===== src/rtl/fp_add_norm_round_if.sv =====
// fp_add_norm_round_if: handshake bundle for the FP adder normalise/round stage.
//   in side : in_valid/in_ready plus n_rm, n_sign, n_exp10, n_is_inf_nan, n_inf_nan_frac, n_frac
//   out side: out_valid/out_ready plus s (IEEE-754 single) and flags {ovf, unf, inexact, zero}
//   master = producer of inputs / consumer of results, slave = the stage itself
interface fp_add_norm_round_if #(
    parameter int FRAC_W = 28,
    parameter int EXP_W  = 10
);
    logic              in_valid;
    logic              in_ready;
    logic [1:0]        n_rm;
    logic              n_sign;
    logic [EXP_W-1:0]  n_exp10;
    logic              n_is_inf_nan;
    logic [22:0]       n_inf_nan_frac;
    logic [FRAC_W-1:0] n_frac;
    logic              out_valid;
    logic              out_ready;
    logic [31:0]       s;
    logic [3:0]        flags;
    modport master (
        output in_valid, n_rm, n_sign, n_exp10, n_is_inf_nan, n_inf_nan_frac, n_frac, out_ready,
        input  in_ready, out_valid, s, flags
    );
    modport slave (
        input  in_valid, n_rm, n_sign, n_exp10, n_is_inf_nan, n_inf_nan_frac, n_frac, out_ready,
        output in_ready, out_valid, s, flags
    );
endinterface


===== src/rtl/fp_add_norm_round.sv =====
// fp_add_norm_round: final FP adder stage; S1 normalises the raw sum, S2 rounds and packs.
//   clock : pipeline clock, rising edge
//   clrn  : asynchronous reset, active low
//   flush : synchronous kill of both stage valids
//   bus   : slave side of fp_add_norm_round_if (valid/ready in, valid/ready out, s, flags)
module fp_add_norm_round #(
    parameter int FRAC_W = 28,
    parameter int EXP_W  = 10
) (
    input  logic               clock,
    input  logic               clrn,
    input  logic               flush,
    fp_add_norm_round_if.slave bus
);
    localparam int MW = FRAC_W - 1;
    localparam int EW = EXP_W + 1;
    typedef struct packed {
        logic [1:0]    rm;
        logic          sign;
        logic          inf_nan;
        logic [22:0]   nan_frac;
        logic          zero;
        logic [MW-1:0] frac;
        logic [EW-1:0] exp;
    } s1_t;
    s1_t           s1_n, s1_d, s1_q;
    logic          s1_valid_d, s1_valid_q, out_valid_d, out_valid_q;
    logic [31:0]   res_s, s_d, s_q;
    logic [3:0]    res_flags, flags_d, flags_q;
    logic          s1_load, s2_load;
    logic [MW-1:0] low, rsh_frac;
    int            ei, lz, sh, er;
    logic [23:0]   mant;
    logic [24:0]   mant_r;
    logic          grs, up, to_inf;

    assign s2_load      = !out_valid_q || bus.out_ready;
    assign s1_load      = !s1_valid_q || s2_load;
    assign bus.in_ready = s1_load;
    assign bus.out_valid = out_valid_q;
    assign bus.s        = s_q;
    assign bus.flags    = flags_q;

    // S1: carry right-shift, LZC left-shift clamped to exp 1, or right-shift into the denormal range
    always_comb begin
        low = bus.n_frac[MW-1:0];
        ei  = int'($signed(bus.n_exp10));
        lz  = MW;
        for (int i = 0; i < MW; i++)
            if (low[i]) lz = MW - 1 - i;
        sh            = 0;
        rsh_frac      = '0;
        s1_n.rm       = bus.n_rm;
        s1_n.sign     = bus.n_sign;
        s1_n.inf_nan  = bus.n_is_inf_nan;
        s1_n.nan_frac = bus.n_inf_nan_frac;
        s1_n.zero     = 1'b0;
        s1_n.frac     = '0;
        s1_n.exp      = '0;
        if (bus.n_frac[MW]) begin
            s1_n.frac = {bus.n_frac[MW:2], |bus.n_frac[1:0]};
            s1_n.exp  = EW'(ei + 1);
        end else if (low == '0) begin
            s1_n.zero = 1'b1;
        end else if (ei <= 0) begin
            sh        = (1 - ei > MW) ? MW : 1 - ei;
            rsh_frac  = low >> sh;
            s1_n.frac = {rsh_frac[MW-1:1], rsh_frac[0] | (|(low & ~({MW{1'b1}} << sh)))};
        end else begin
            sh        = (ei > lz) ? lz : ei - 1;
            s1_n.frac = low << sh;
            // hidden bit still clear means the clamp left a denormal
            s1_n.exp  = s1_n.frac[MW-1] ? EW'(ei - sh) : '0;
        end
        s1_d       = s1_load ? s1_n : s1_q;
        s1_valid_d = !flush && (s1_load ? bus.in_valid : s1_valid_q);
    end

    // S2: round, then special cases in priority inf/NaN > zero > overflow
    always_comb begin
        mant   = s1_q.frac[MW-1:3];
        grs    = |s1_q.frac[2:0];
        up     = (s1_q.rm == 2'd0) ? s1_q.frac[2] & (s1_q.frac[1] | s1_q.frac[0] | s1_q.frac[3]) :
                 (s1_q.rm == 2'd1) ? s1_q.sign & grs :
                 (s1_q.rm == 2'd2) ? !s1_q.sign & grs : 1'b0;
        mant_r = {1'b0, mant} + 25'(up);
        // a denormal promotes when the carry reaches the hidden bit, a normal when it passes it
        er     = int'($signed(s1_q.exp)) + int'(s1_q.exp == '0 ? mant_r[23] : mant_r[24]);
        to_inf = (s1_q.rm == 2'd0) || (s1_q.rm == 2'd1 && s1_q.sign) || (s1_q.rm == 2'd2 && !s1_q.sign);
        res_s     = {s1_q.sign, 8'(er), mant_r[22:0]};
        res_flags = {1'b0, grs && er == 0, grs, res_s[30:0] == '0};
        if (s1_q.inf_nan) begin
            res_s     = {s1_q.sign, 8'hFF, s1_q.nan_frac};
            res_flags = 4'b0000;
        end else if (s1_q.zero) begin
            res_s     = {s1_q.sign, 31'b0};
            res_flags = 4'b0001;
        end else if (er >= 255) begin
            res_s     = to_inf ? {s1_q.sign, 8'hFF, 23'h0} : {s1_q.sign, 8'hFE, 23'h7FFFFF};
            res_flags = 4'b1010;
        end
        s_d         = s2_load ? res_s : s_q;
        flags_d     = s2_load ? res_flags : flags_q;
        out_valid_d = !flush && (s2_load ? s1_valid_q : out_valid_q);
    end

    always_ff @(posedge clock or negedge clrn) begin
        if (!clrn) begin
            s1_valid_q  <= 1'b0;
            out_valid_q <= 1'b0;
            s1_q        <= '0;
            s_q         <= '0;
            flags_q     <= '0;
        end else begin
            s1_valid_q  <= s1_valid_d;
            out_valid_q <= out_valid_d;
            s1_q        <= s1_d;
            s_q         <= s_d;
            flags_q     <= flags_d;
        end
    end
endmodule


===== src/flat_wrapper.sv =====
// flat-port wrapper written by rule: the top's interface ports become plain ports
module fp_add_norm_round_flat 
#(
    parameter int FRAC_W = 28,
    parameter int EXP_W  = 10
)
  (clock, clrn, flush, bus_in_valid, bus_n_rm, bus_n_sign, bus_n_exp10, bus_n_is_inf_nan, bus_n_inf_nan_frac, bus_n_frac, bus_out_ready, bus_in_ready, bus_out_valid, bus_s, bus_flags);
  fp_add_norm_round_if #(.FRAC_W(FRAC_W), .EXP_W(EXP_W)) bus_i ();
  input  logic clock;
  input  logic clrn;
  input  logic flush;
  input wire logic [$bits(bus_i.in_valid)-1:0] bus_in_valid;
  input wire logic [$bits(bus_i.n_rm)-1:0] bus_n_rm;
  input wire logic [$bits(bus_i.n_sign)-1:0] bus_n_sign;
  input wire logic [$bits(bus_i.n_exp10)-1:0] bus_n_exp10;
  input wire logic [$bits(bus_i.n_is_inf_nan)-1:0] bus_n_is_inf_nan;
  input wire logic [$bits(bus_i.n_inf_nan_frac)-1:0] bus_n_inf_nan_frac;
  input wire logic [$bits(bus_i.n_frac)-1:0] bus_n_frac;
  input wire logic [$bits(bus_i.out_ready)-1:0] bus_out_ready;
  output wire logic [$bits(bus_i.in_ready)-1:0] bus_in_ready;
  output wire logic [$bits(bus_i.out_valid)-1:0] bus_out_valid;
  output wire logic [$bits(bus_i.s)-1:0] bus_s;
  output wire logic [$bits(bus_i.flags)-1:0] bus_flags;
  assign bus_i.in_valid = bus_in_valid;
  assign bus_i.n_rm = bus_n_rm;
  assign bus_i.n_sign = bus_n_sign;
  assign bus_i.n_exp10 = bus_n_exp10;
  assign bus_i.n_is_inf_nan = bus_n_is_inf_nan;
  assign bus_i.n_inf_nan_frac = bus_n_inf_nan_frac;
  assign bus_i.n_frac = bus_n_frac;
  assign bus_i.out_ready = bus_out_ready;
  assign bus_in_ready = bus_i.in_ready;
  assign bus_out_valid = bus_i.out_valid;
  assign bus_s = bus_i.s;
  assign bus_flags = bus_i.flags;
  fp_add_norm_round #(.FRAC_W(FRAC_W), .EXP_W(EXP_W)) u_core (.clock(clock), .clrn(clrn), .flush(flush), .bus(bus_i));
endmodule

===== config.mk =====
export PLATFORM = sky130hd
export DESIGN_NAME = fp_add_norm_round_flat
export DESIGN_NICKNAME = d
export VERILOG_FILES = /design/src/rtl/fp_add_norm_round_if.sv /design/src/rtl/fp_add_norm_round.sv /design/src/flat_wrapper.sv
export SDC_FILE = /design/constraint.sdc
export NUM_CORES = 1
export LEC_CHECK = 0
export ABC_AREA = 1
export BUFFER_PORTS_ARGS = -buffer_cell sky130_fd_sc_hd__buf_2
export CAP_MARGIN = 5
export CORE_MARGIN = 2
export CORE_UTILIZATION = 45
export CTS_BUF_LIST = sky130_fd_sc_hd__clkbuf_16
export CTS_CLUSTER_DIAMETER = 50
export DETAILED_ROUTE_END_ITERATION = 10
export GPL_TIMING_DRIVEN = 1
export SETUP_SLACK_MARGIN = 0.5
export SKIP_LAST_GASP = 1
export SLEW_MARGIN = 15
export SYNTH_ARGS = -nofsm -noshare
export SYNTH_HDL_FRONTEND = slang
export SYNTH_SLANG_ARGS = --single-unit

===== constraint.sdc =====
create_clock -name clock -period 5.8 [get_ports clock]
set_input_delay 0 -clock clock [delete_from_list [all_inputs] [get_ports clock]]
set_output_delay 0 -clock clock [all_outputs]
set_load 0.02 [all_outputs]

Word level (Yosys, flattened, before mapping). Cells that the tools add are included.

Flip-flop bits (word level): 104. Logic and storage cells: 104.

Bitwise gates (word level): 8. Order comparisons: 4. Shift operators: 3. Multiplexer cells: 49. Reductions and logical operators: 21. $add $sub $neg: 6. Equal/unequal tests: 2.

Operators by type and width (number): $mux 32 (28); $mux 31 (3); $mux 38 (2); $ge 32x9->1 const B (1); $gt 10x32->1 (1); $gt 32x6->1 const B (1); $logic_not 32->1 (1); $shl 27x32->27 (1); $shl 27x32->27 const A (1); $shr 27x32->27 (1); $logic_not 31->1 (1); $and 27x27->27 (1); $logic_not 27->1 (1); $mux 27 (1); $not 27->27 (1); $reduce_or 27->1 (1); $add 24x1->25 (1); $mux 24 (1); $mux 11 (2); $add 11x2->12 (1); $mux 4 (3); $add 10x2->11 const B (1); $logic_not 11->1 (1); $sub 10x11->11 (1); 14 further kinds (36).

Longest topological paths before layout.
Depth after elaboration: 34. Depth in mapped cells: 60. Depth with buffers taken out: 57.

Least setup slack after synthesis. OpenSTA, ideal clock, no wires.

Path type: register to register. Start: reg u_core.s1_q[64] (netlist name). End: reg u_core.s_q[10] (netlist: u_core.bus.s[10]). Stages on the path, launching flop included: 32. Buffers on the path: 2. Setup time: 133 ps. Slack: 605 ps. Arrival: 5062 ps. Path through: dfrtp_1 o21ai_0 inv_1 nor3_1 ha_1 nand3_1 nor3_1 inv_1 nor3_1 inv_1 nor2_1 inv_1 nor4_2 nand3_1 nor3_1 nand2_1 nor2_1 nand2_1 or3_1 o21ai_0 ha_1 nand3_1 nor4_1 nand3_1 xor2_1 o2111ai_1 nand2_1 clkbuf_1 clkbuf_1 nand2_1 a22oi_1 o21ai_0.

Word-level cells in the longest chain between the ends: 11. Elaborated cells on any way between the ends: 18.

Ends and longest elaborated chain: start: declaration (line fp_add_norm_round.sv:26) `s1_t s1_n, s1_d, s1_q;`; start signal: assignment (line fp_add_norm_round.sv:111) `s1_q <= '0;`; start signal: assignment (line fp_add_norm_round.sv:117) `s1_q <= s1_d;`; $eq 2x2->1 (line fp_add_norm_round.sv:85, fp_add_norm_round.sv:89); $mux 1 (line fp_add_norm_round.sv:85) `(s1_q.rm == 2'd2) ? !s1_q.sign & grs : 1'b0;`; $mux 1 (line fp_add_norm_round.sv:84) `(s1_q.rm == 2'd1) ? s1_q.sign & grs :`; $mux 1 (line fp_add_norm_round.sv:83) `up = (s1_q.rm == 2'd0) ? s1_q.frac[2] & (s1_q.frac[1] | s1_q.frac[0] | s1_q.frac[3]) :`; $add 24x1->25 (line fp_add_norm_round.sv:86) `mant_r = {1'b0, mant} + 25'(up);`; $mux 1 (line fp_add_norm_round.sv:88) `er = int'($signed(s1_q.exp)) + int'(s1_q.exp == '0 ? mant_r[23] : mant_r[24]);`; $add 11x2->12 (line fp_add_norm_round.sv:88); $ge 32x9->1 (line fp_add_norm_round.sv:98) `end else if (er >= 255) begin`; $mux 31 (*) (line fp_add_norm_round.sv:98); $mux 31 (*) (line fp_add_norm_round.sv:95) `end else if (s1_q.zero) begin`; $mux 31 (*) (line fp_add_norm_round.sv:92) `if (s1_q.inf_nan) begin`; end signal: assignment (line fp_add_norm_round.sv:112) `s_q <= '0;`; end signal: assignment (line fp_add_norm_round.sv:118) `s_q <= s_d;`; end: declaration (line fp_add_norm_round.sv:28) `logic [31:0] res_s, s_d, s_q;`.

Mark *: on every way between the ends. The rest lies on a longest branch, timed or not. A chain may end at the register's enable or synchronous reset.

Final worst setup path.
Start: reg u_core.s1_q[65] (netlist name). End: reg u_core.flags_q[0] (netlist: u_core.bus.flags[0]).

Word-level cells in the longest chain between the ends: 11. Elaborated cells on any way between the ends: 14.

Ends and longest elaborated chain: $eq 2x2->1 (line fp_add_norm_round.sv:85); $mux 1 (line fp_add_norm_round.sv:85); $mux 1 (line fp_add_norm_round.sv:84); $mux 1 (*) (line fp_add_norm_round.sv:83); $add 24x1->25 (*) (line fp_add_norm_round.sv:86); $mux 1 (line fp_add_norm_round.sv:88); $add 11x2->12 (line fp_add_norm_round.sv:88); $ge 32x9->1 or $logic_not 31->1 (tied branches) (line fp_add_norm_round.sv:98, fp_add_norm_round.sv:91); $mux 4 (*) (line fp_add_norm_round.sv:98); $mux 4 (*) (line fp_add_norm_round.sv:95); $mux 4 (*) (line fp_add_norm_round.sv:92); end signal: assignment (line fp_add_norm_round.sv:119) `flags_q <= flags_d;`; end: declaration (line fp_add_norm_round.sv:29) `logic [3:0] res_flags, flags_d, flags_q;`.

Marked as above.

==> flow_results.org <==
** Floorplanning
- Once the floorplan was initialized, standard cells occupied 46.11% of the core.
- The floorplan step defined a die boundary enclosing 24580 sq um.
- Horizontal die dimension :: 156.8 um
- 108 I/O pins were placed.
- Core box area :: 22780 sq um
- The floorplan step set the die height to 156.8 um.
- The initialized floorplan defines 55 standard-cell rows.

** Critical path
- Required time at the endpoint of the critical path :: 6.09 ns
- The worst setup path is captured at a register.
- Kind of critical path :: register to register
- Among all stages on the critical path, the largest delay is contributed by sky130_fd_sc_hd__dfrtp_1.
- CP dominant cell by count :: sky130_fd_sc_hd__nor3_2
- Of all nets on the critical path, the largest fanout is 3.
- The worst setup path is launched from a register.
- Register-to-Register Setup Slack :: 0.41 ns
- Maximum single-stage delay on the critical path :: 0.39 ns
- Data arrives at the worst endpoint at 5.68 ns.

** Placed design
- After detailed placement, the total cell area comes to 11300 sq um.
- Instance count after placement with tap cells included :: 2130
- After legalization and detailed placement, the total HPWL measured 31130 um.
- Input/output buffers :: 107
- GP Congestion :: 0.9660
- Timing analysis after detailed placement gives a worst setup slack of -0.1772 ns.

** Timing
- The final hold violation count is 0.
- Setup repair after global routing could not meet its margin everywhere.
- Setup violations remaining at the end of the flow were counted as 0.
- Relative max-transition margin :: 21.20%
- Final max-slew violation count :: 0
- Setup skew after layout :: 0.009118 ns
- The worst path meets setup with 0.4056 ns of slack.
- In the finished design, the share of the clock period the worst path needs comes to 93.01%.
- At the pin with the least slew margin, the transition time is 1.182 ns.
- For this run, the top clock speed supported by timing is 185.4 MHz.
- Counting I/O delays and the setup requirement, the final critical path takes 5.394 ns.

** Logic synthesis
- Counting distinct cell types in the post-synthesis netlist gives 54.
- The most used flip-flop cell after synthesis is sky130_fd_sc_hd__dfrtp_1.
- Synthesis produced 1763 cells.
- Dominant combinational cell family by area after synthesis :: simple AND/OR/NAND/NOR gates
- Dominant cell type by area after synthesis :: sky130_fd_sc_hd__dfrtp_1
- In this run, synthesis produced a sequential element count of 104.
- Share of synthesized cell area in and, or, nand and nor gates :: 39.14%
- Post-synthesis instance area :: 10500 sq um
- After synthesis, the mean cell area works out to 5.958 sq um.
- The synthesized netlist devotes 2.692% of its cell area to adder and majority cells.
- Counting every net in the synthesized netlist gives 1855.
- After synthesis, the largest area contributor takes up 24.78% of total cell area.
- Number of flops mapped to enable cells by yosys :: 0
- Area fraction in compound gates after synthesis :: 19.12%
- The commonest cells after synthesis are sky130_fd_sc_hd__nand2_1 (502), sky130_fd_sc_hd__nand3_1 (194), sky130_fd_sc_hd__o21ai_0 (182).
- Multiplexer area fraction after synthesis :: 0.3812%
- Share of the yosys chip area belonging to registers :: 24.78%
- Synth Area in XOR/XNOR :: 2.752%
- Yosys printed 0 warnings.
- Most frequent cell after synthesis :: sky130_fd_sc_hd__nand2_1
- Top cells by area, synth :: sky130_fd_sc_hd__dfrtp_1 (25%), sky130_fd_sc_hd__nand2_1 (18%), sky130_fd_sc_hd__nand3_1 (9.2%), sky130_fd_sc_hd__o21ai_0 (8.7%), sky130_fd_sc_hd__nor2_1 (6.5%)
- In the synthesized netlist the async set-or-reset flop fraction comes to 100.0%.

** Clocking
- No sink is reached through more buffers than the 2 on the longest clock path.
- Counting every sink on the clock net gives 104.
- CTS built an H-tree with a depth of 3.
- Clock tree synthesis inserted a total of 9 buffers.
- Post-CTS clock slew at the launch and capture registers of the worst setup and hold paths :: 0.07 ns
- Root buffer cell :: sky130_fd_sc_hd__clkbuf_16
- TritonCTS clock tree :: done
- Clock latency on the worst-skew pair :: 0.35 ns

** Worst hold path
- Class of the tightest hold or removal check :: input pin to register

** Cells and area
- The finished layout holds 2223 standard cells, fillers aside.
- Cells with a size suffix above 1 make up 18.12% of the layout.
- With fillers left out, the area of the finished cells amounts to 12900 sq um.
- Layout Area Growth over Synthesis :: 22.81%
- Antenna cell count :: 0
- In the final design database the tool counted 1997 nets.
- Cells fill 56.63% of the core in the end.

** GRT
- Summed over all layers, the global routing overflow is 0.
- Antenna violations before repair :: 0
- The first global-routing pass estimated 63790 um of wire.
- Via count of the first global-routing pass :: 11640
- Maximum number of pins on one net before global-route repair :: 64
- Global routing used 33.25% of the available tracks.

** Drt
- Wire length per cell :: 18.88 um
- Number of design rule violations left after detail routing :: 0
- After detailed routing, the number of vias per cell comes to 5.752.
- After the first detailed-routing iteration, the DRC count stood at 1258.
- The first detailed-routing pass ran for 6 iterations.
- Antenna-violating nets left :: 0
- Final routed wirelength across all metal layers :: 41970 um
- Count of vias placed by the detailed router :: 12786

** Run
- Number of max-capacitance violations reported :: 0

** Status
- The flow ran to the end, and the final reports show no timing, DRC or antenna violations.

** Pwr
- Worst ir drop on vdd :: 0.1492 mV
- PwrDens :: 204.2 nW/um^2
- Summed over all cells, the static leakage comes to 0.006260 uW.
## metrics by stage
stage	total power, uW	hold slack [ns]	setup TNS, ns
floorplan	1511	-0.2956	0
global placement	1837	0.01206	0
detailed placement	1842	0.009952	-0.1772
CTS	2485	0.04539	0
global route	2780	0.06243	0
finish	2635	0.05080	0
## flip-flops by register name, summed over array words and instances (netlist names)
register / count
u_core.bus.flags: 4
u_core.bus.s: 32
u_core.bus.out_valid: 1
u_core.s1_q: 42
u_core.mant: 24
u_core.s1_valid_q: 1
## worst max-delay path, delay by kind of cell, from the launching register on
family | cells | cell delay [ns]
compound gates | 5 | 0.85
flops | 1 | 0.39
simple gates | 20 | 2.83
xor+xnor | 1 | 0.15
fa+ha+maj | 2 | 0.38
buf+inv | 8 | 0.72
## logic make-up after synthesis
family,Yosys count
compound gates,359
xor+xnor,33
fa+ha+maj,22
buf+inv,276
flops,104
mux,4
simple gates,965
## layout make-up
class / count / area [sq um]
clock buffer: 9 / 225.2
clock inverter: 7 / 76.32
fill: 2299 / 9878
inverter: 179 / 678.2
multi-input combinational: 1383 / 7274
sequential: 104 / 2603
tap: 313 / 391.6
timing repair buffer: 227 / 1644
timing repair inverter: 1 / 7.507
## path summary, 6_finish.rpt
| check | from | endpoint | depth (start not counted) |
|---|---|---|---|
| worst max-delay path | u_core.s1_q[65] | u_core.bus.flags[0] | 36 |
| worst min-delay path | bus_n_frac[27] | u_core.mant[1] | 3 |
| worst max register to register | u_core.s1_q[65] | u_core.bus.flags[0] | 36 |
| worst min register to register | u_core.s1_q[44] | u_core.s1_q[44] | 2 |
| max in group asynchronous | clrn | u_core.mant[11] | 3 |
| min in group asynchronous | clrn | u_core.bus.s[29] | 2 |
## where the power goes
part | switching, uW | internal (uW)
combinational | 744 | 392
sequential | 74.4 | 804
clock | 282 | 339
## placed cells by master (no fill, tap or decap), drive strengths merged, types with 2 or more instances in the layout
| cell | instances |
|---|---|
| a211oi | 2 |
| a21oi | 84 |
| a22oi | 22 |
| a31o | 3 |
| a31oi | 16 |
| buf | 191 |
| clkbuf | 13 |
| clkinv | 4 |
| clkinvlp | 3 |
| dfrtp | 104 |
| dlygate4sd3 | 32 |
| ha | 21 |
| inv | 179 |
| mux2i | 4 |
| nand2 | 504 |
| nand3 | 205 |
| nand3b | 6 |
| nand4 | 17 |
| nor2 | 187 |
| nor3 | 31 |
| nor4 | 9 |
| o2111ai | 2 |
| o211ai | 11 |
| o21ai | 195 |
| o221ai | 5 |
| o22ai | 5 |
| o311ai | 2 |
| o31ai | 6 |
| o41ai | 2 |
| or2 | 2 |
| or3 | 2 |
| xnor2 | 6 |
| xor2 | 27 |
## what timing repair did
item / in CTS / in global routing
gates resized for setup: 25 / 137
hold buffers: 32 / 0
hold endpoints to repair: 72 / 0
pin swaps: 6 / 52
setup buffers: 21 / 18
endpoints found under the setup margin: 34 / 37
cloned: 0 / 6
## layer usage
| layer | share of wire [%] | track usage [%] |
|---|---|---|
| met1 | 44 | 45.44 |
| met2 | 46 | 54.16 |
| met3 | 6.4 | 2.714 |
| met4 | 4.4 | 13.76 |
| met5 | 0 | 0 |
Note: power is estimated with default switching activity, not from simulation.
